--- config.mk ---
export PLATFORM = sky130hd
export DESIGN_NAME = periph_reg_responder
export DESIGN_NICKNAME = d
export VERILOG_FILES = /design/src/rtl/periph_reg_responder.sv
export SDC_FILE = /design/constraint.sdc
export NUM_CORES = 1
export LEC_CHECK = 0
export ABC_CLOCK_PERIOD_IN_PS = 2850
export CAP_MARGIN = 20
export CELL_PAD_IN_SITES_DETAIL_PLACEMENT = 0
export CELL_PAD_IN_SITES_GLOBAL_PLACEMENT = 1
export CORE_ASPECT_RATIO = 1.5
export CORE_MARGIN = 2
export CORE_UTILIZATION = 35
export CTS_BUF_LIST = sky130_fd_sc_hd__clkbuf_16
export DETAILED_ROUTE_END_ITERATION = 7
export GPL_ROUTABILITY_DRIVEN = 0
export GPL_TIMING_DRIVEN = 0
export HOLD_SLACK_MARGIN = 0.08
export PLACE_DENSITY = 0.78
export SETUP_SLACK_MARGIN = 0.3
export SLEW_MARGIN = 40
export SYNTH_ARGS = -nofsm -noshare
export SYNTH_HDL_FRONTEND = slang
export SYNTH_SLANG_ARGS = --single-unit
--- constraint.sdc ---
create_clock -name clk_i -period 2.85 [get_ports clk_i]
set_input_delay 0.57 -clock clk_i [delete_from_list [all_inputs] [get_ports clk_i]]
set_output_delay 0.57 -clock clk_i [all_outputs]
set_load 0.005 [all_outputs]
--- src/rtl/periph_reg_responder.sv ---
// Memory-mapped register responder: NB_REGS byte-writable registers, a saturating
// error counter and a fixed-latency response pipeline. Optional macro:
// PERIPH_REG_RESPONDER_SINGLE_OUTSTANDING_EN limits the block to one outstanding transaction.
module periph_reg_responder #(
  parameter int NB_REGS    = 8,
  parameter int ADDR_WIDTH = 32,
  parameter int ID_WIDTH   = 9,
  parameter int LATENCY    = 1
) (
  input  logic                    clk_i,
  input  logic                    rst_i,
  input  logic                    req_i,
  input  logic [ADDR_WIDTH-1:0]   add_i,
  input  logic                    wen_i,
  input  logic [31:0]             wdata_i,
  input  logic [3:0]              be_i,
  input  logic [ID_WIDTH-1:0]     id_i,
  output logic                    gnt_o,
  output logic                    r_valid_o,
  output logic [31:0]             r_rdata_o,
  output logic                    r_opc_o,
  output logic [ID_WIDTH-1:0]     r_id_o,
  output logic [NB_REGS*32-1:0]   regs_o
);

  localparam logic [8:0]  ERRCNT_IDX = 9'(NB_REGS);
  localparam logic [31:0] ERR_RDATA  = 32'hBADACCE5;

  logic [7:0]          idx;
  logic                misaligned;
  logic                is_reg;
  logic                is_errcnt;
  logic                is_err;
  logic                unused_addr_hi;

  logic [31:0]         regs_q [NB_REGS];
  logic [15:0]         errcnt_q;

  logic [31:0]         reg_rdata;
  logic [31:0]         rsp_rdata;
  logic                rsp_opc;

  logic                valid_q [LATENCY];
  logic [31:0]         rdata_q [LATENCY];
  logic                opc_q   [LATENCY];
  logic [ID_WIDTH-1:0] id_q    [LATENCY];

  // Only a 1 KiB window is decoded; the upper address bits are deliberately ignored.
  assign idx            = add_i[9:2];
  assign misaligned     = |add_i[1:0];
  assign unused_addr_hi = ^add_i[ADDR_WIDTH-1:10];

  assign is_reg    = !misaligned && ({1'b0, idx} <  ERRCNT_IDX);
  assign is_errcnt = !misaligned && ({1'b0, idx} == ERRCNT_IDX);
  assign is_err    = !is_reg && !is_errcnt;

`ifdef PERIPH_REG_RESPONDER_SINGLE_OUTSTANDING_EN
  logic any_valid;

  always_comb begin
    any_valid = 1'b0;
    for (int s = 0; s < LATENCY; s++) begin
      any_valid = any_valid | valid_q[s];
    end
  end

  assign gnt_o = req_i && !rst_i && !any_valid;
`else
  assign gnt_o = req_i && !rst_i;
`endif

  always_comb begin
    reg_rdata = 32'h0;
    for (int k = 0; k < NB_REGS; k++) begin
      if (idx == 8'(k)) begin
        reg_rdata = regs_q[k];
      end
    end
  end

  // Errors win over the write-response rule, so an erroneous write still reports BADACCE5.
  always_comb begin
    rsp_rdata = 32'h0;
    rsp_opc   = 1'b0;
    if (is_err) begin
      rsp_rdata = ERR_RDATA;
      rsp_opc   = 1'b1;
    end else if (wen_i) begin
      rsp_rdata = is_errcnt ? {16'h0, errcnt_q} : reg_rdata;
    end
  end

  always_ff @(posedge clk_i) begin
    if (rst_i) begin
      for (int k = 0; k < NB_REGS; k++) begin
        regs_q[k] <= 32'h0;
      end
      errcnt_q <= 16'h0;
    end else if (gnt_o) begin
      if (is_reg && !wen_i) begin
        for (int k = 0; k < NB_REGS; k++) begin
          if (idx == 8'(k)) begin
            for (int b = 0; b < 4; b++) begin
              if (be_i[b]) begin
                regs_q[k][8*b +: 8] <= wdata_i[8*b +: 8];
              end
            end
          end
        end
      end
      if (is_errcnt && !wen_i) begin
        errcnt_q <= 16'h0;
      end else if (is_err && (errcnt_q != 16'hFFFF)) begin
        errcnt_q <= errcnt_q + 16'd1;
      end
    end
  end

  // Stage 0 captures the response in the grant cycle; the last stage drives the outputs.
  always_ff @(posedge clk_i) begin
    if (rst_i) begin
      for (int s = 0; s < LATENCY; s++) begin
        valid_q[s] <= 1'b0;
        rdata_q[s] <= 32'h0;
        opc_q[s]   <= 1'b0;
        id_q[s]    <= '0;
      end
    end else begin
      valid_q[0] <= gnt_o;
      rdata_q[0] <= gnt_o ? rsp_rdata : 32'h0;
      opc_q[0]   <= gnt_o ? rsp_opc : 1'b0;
      id_q[0]    <= gnt_o ? id_i : '0;
      for (int s = 1; s < LATENCY; s++) begin
        valid_q[s] <= valid_q[s-1];
        rdata_q[s] <= rdata_q[s-1];
        opc_q[s]   <= opc_q[s-1];
        id_q[s]    <= id_q[s-1];
      end
    end
  end

  assign r_valid_o = valid_q[LATENCY-1];
  assign r_rdata_o = r_valid_o ? rdata_q[LATENCY-1] : 32'h0;
  assign r_opc_o   = r_valid_o ? opc_q[LATENCY-1] : 1'b0;
  assign r_id_o    = r_valid_o ? id_q[LATENCY-1] : '0;

  for (genvar k = 0; k < NB_REGS; k++) begin : g_regs_out
    assign regs_o[32*k +: 32] = regs_q[k];
  end

endmodule

==> run summary <==
fin cells -> 2087
Crit. End Element -> primary output
Slew Limit Fails -> 0
top-area cell type share of the netlist area -> 53.9%
Setup crit start kind -> input pin
vias in the first global route -> 11300
drt via density -> 5.43
H-tree Lvls -> 2
Slowest-stage cell, CP -> clkdlybuf4s50_1
final WL -> 54400 um
Worst VDD drop -> 0.000359 V
final worst path period share -> 88.3%
gr ovfl total -> 0
Post-Route M1 WL -> 18900 um
CTS tree -> yes
Total GRT Usage -> 25.0%
worst setup path start -> rst_i
synth warn -> 0
Most used DFF post-synth -> edfxtp_1
maximum number of pins on one net before global-route repair -> 16
Worst Skew -> 0.0258 ns
core area -> 40200 sq um
Rel. slew slack -> 47.3%
Unique masters post-synth -> 61
met2 WL -> 28000 um
ANT nets after route -> 0
Rows -> 90
Place WS -> -1.54 ns
RSZ-0062 raised after global routing -> false
FF+latch count, synth -> 315
Fillers -> 3431
hold wc startpoint -> req_i
Pwr Total -> 11.6 mW
initial drt markers -> 910
die height -> 251 um
outcome -> finished clean
CP Cell Sequence -> buf_2, inv_4, nand2_4, inv_4, clkbuf_8, buf_4, clkdlybuf4s50_1
Most Frequent Cell on Critical Path -> inv_4
Root Buffer -> clkbuf_16
Cell Area, Synth -> 14300 sq um
R2R Path Start -> errcnt_q[0]
Die W -> 169 um
fin worst setup slack -> 0.333 ns
CTS Buffer Depth -> 3
top cell type by total area after synthesis -> edfxtp_1
data required time at the worst endpoint -> 2.28 ns
worst slew pin tran -> 0.791 ns
CTS Hold Bufs -> 0
register area share after synthesis -> 62.1%
clk sinks -> 315
share of cells above drive strength 1 -> 17.8%
minimum clock period -> 2.52 ns
Synth top cells by count -> edfxtp_1, and2_1, o21ai_0, dfxtp_1, nand2_1
endpoints failing hold -> 0
CP peak stage delay -> 0.50 ns
DR vias -> 11300
largest cells by area after synthesis -> edfxtp_1, and2_1, dfxtp_1, mux4_2, o21ai_0
Max Cap Viol -> 0
critical path class -> input pin to primary output
initial core utilization -> 35.5%
DRC Markers -> 0
post-synthesis async set-or-reset flop share -> 0%
IO Port Bufs -> 354
Post-DP HPWL -> 41800 um
antenna violations before repair -> 7
CP Max Fanout -> 10
Hold Path Class -> input pin to register
utilization after layout -> 51.9%
area grow syn2layout -> 46.2%
die area -> 42500 sq um
maximum clock rate -> 0.397 GHz
Post-Syn Nets -> 1205
max layer used -> met5
clock latency at the later pin of the worst-skew pair -> 0.54 ns
Num CTS Buffers -> 34
Final Hold Slack -> 0.367 ns
Detail Route met3 WL -> 4430 um
# nets final -> 1634
Mapped Cells -> 1123
global-route wire length before repair -> 76900 um
detailed-route wire length per cell -> 26.1 um
PwrDens -> 555 nW/um^2
placed cell count -> 1984
CP arrival -> 1.95 ns
DR pass1 iterations -> 5
final count of negative-setup-slack endpoints -> 0
count leader, synth -> edfxtp_1
io pins -> 381
Leak -> 7.36 nW
clk slew on worst S/H paths -> 0.07 ns
Synth Area per Inst -> 12.7 sq um
EDFF count, synth -> 256
-- through the flow --
| step | TNS, ns | instance area, sq um |
|---|---|---|
| final | 0 | 20900 |
| after global routing | 0 | 20900 |
| after CTS | 0 | 20700 |
| after detailed placement | -521.37 | 18500 |
| after global placement | -522.05 | 18500 |
| after floorplan | 0 | 14300 |
-- power by group --
group	switching [mW]	internal, mW
clock network	1.92	2.92
logic	0.647	0.710
registers	0.168	5.21
-- final timing paths --
kind | to | slack [ns] | cells after the start
hold reg to reg | errcnt_q[12] | 0.50 | 2
hold / removal | valid_q[0] | 0.37 | 3
setup reg to reg | errcnt_q[12] | 0.51 | 7
setup / recovery | gnt_o | 0.33 | 7
-- cells by family (layout without fill, tap and decap cells) --
family                     count (synthesis)  in the layout  share of synthesized area [%]
AOI/OAI and AO/OA                        197            197                           9.05
muxes                                     66             66                           6.70
and+or+nand+nor                          473            473                           19.8
DFF                                      315            315                           62.1
adders and majority gates                  1              1                         0.0876
other                                      0              4                              0
buffers and inverters                     71            525                           2.22
-- flip-flops by register name (all words and copies together), names as in the netlist --
name / cells
opc_q: 1
regs_q: 256
id_q: 9
rdata_q: 32
valid_q: 1
errcnt_q: 16
-- placed cells by master (no fill, tap or decap), types with 19 or more instances in the layout --
| master | netlist | final |
|---|---|---|
| nor2_1 | 33 | 29 |
| clkbuf_16 | 0 | 37 |
| dfxtp_1 | 59 | 58 |
| and2_1 | 248 | 248 |
| o21ai_4 | 0 | 32 |
| nor2b_1 | 33 | 33 |
| mux4_2 | 22 | 22 |
| edfxtp_1 | 256 | 256 |
| o21ai_0 | 69 | 37 |
| buf_4 | 1 | 21 |
| a21oi_1 | 40 | 40 |
| mux2i_1 | 28 | 27 |
| buf_12 | 0 | 25 |
| clkdlybuf4s50_1 | 0 | 349 |
| nand2_1 | 52 | 49 |
| buf_2 | 22 | 19 |
-- final cells by class --
class	count	area (sq um)	area share (%)
Antenna cell	4	10.0	0.0480
Buffer	66	383	1.83
Clock buffer	37	926	4.44
Clock inverter	24	295	1.42
Inverter	5	23.8	0.114
Multi-Input combinational cell	737	5580	26.7
Sequential cell	315	8870	42.5
Tap cell	506	633	3.03
Timing Repair Buffer	393	4150	19.9
-- worst max-delay path: cells and delay by family --
family / cells / cell delay [ns]
buf+inv: 6 / 1.27
simple gates: 1 / 0.09
-- per-layer routing --
layer	vias up	GRT usage (%)
li1	5006	-
met1	5560	28.4
met2	630	44.5
met3	137	5.01
met4	6	12.8
met5	-	0
-- repair_timing --
| action | CTS | global route |
|---|---|---|
| resized for setup | 99 | 48 |
| buffers inserted | 35 | 3 |
| endpoints found under the hold margin | 0 | 0 |
| pin swaps | 30 | 12 |
| endpoints found under the setup margin | 532 | 394 |
(Power assumes the default switching activity.)
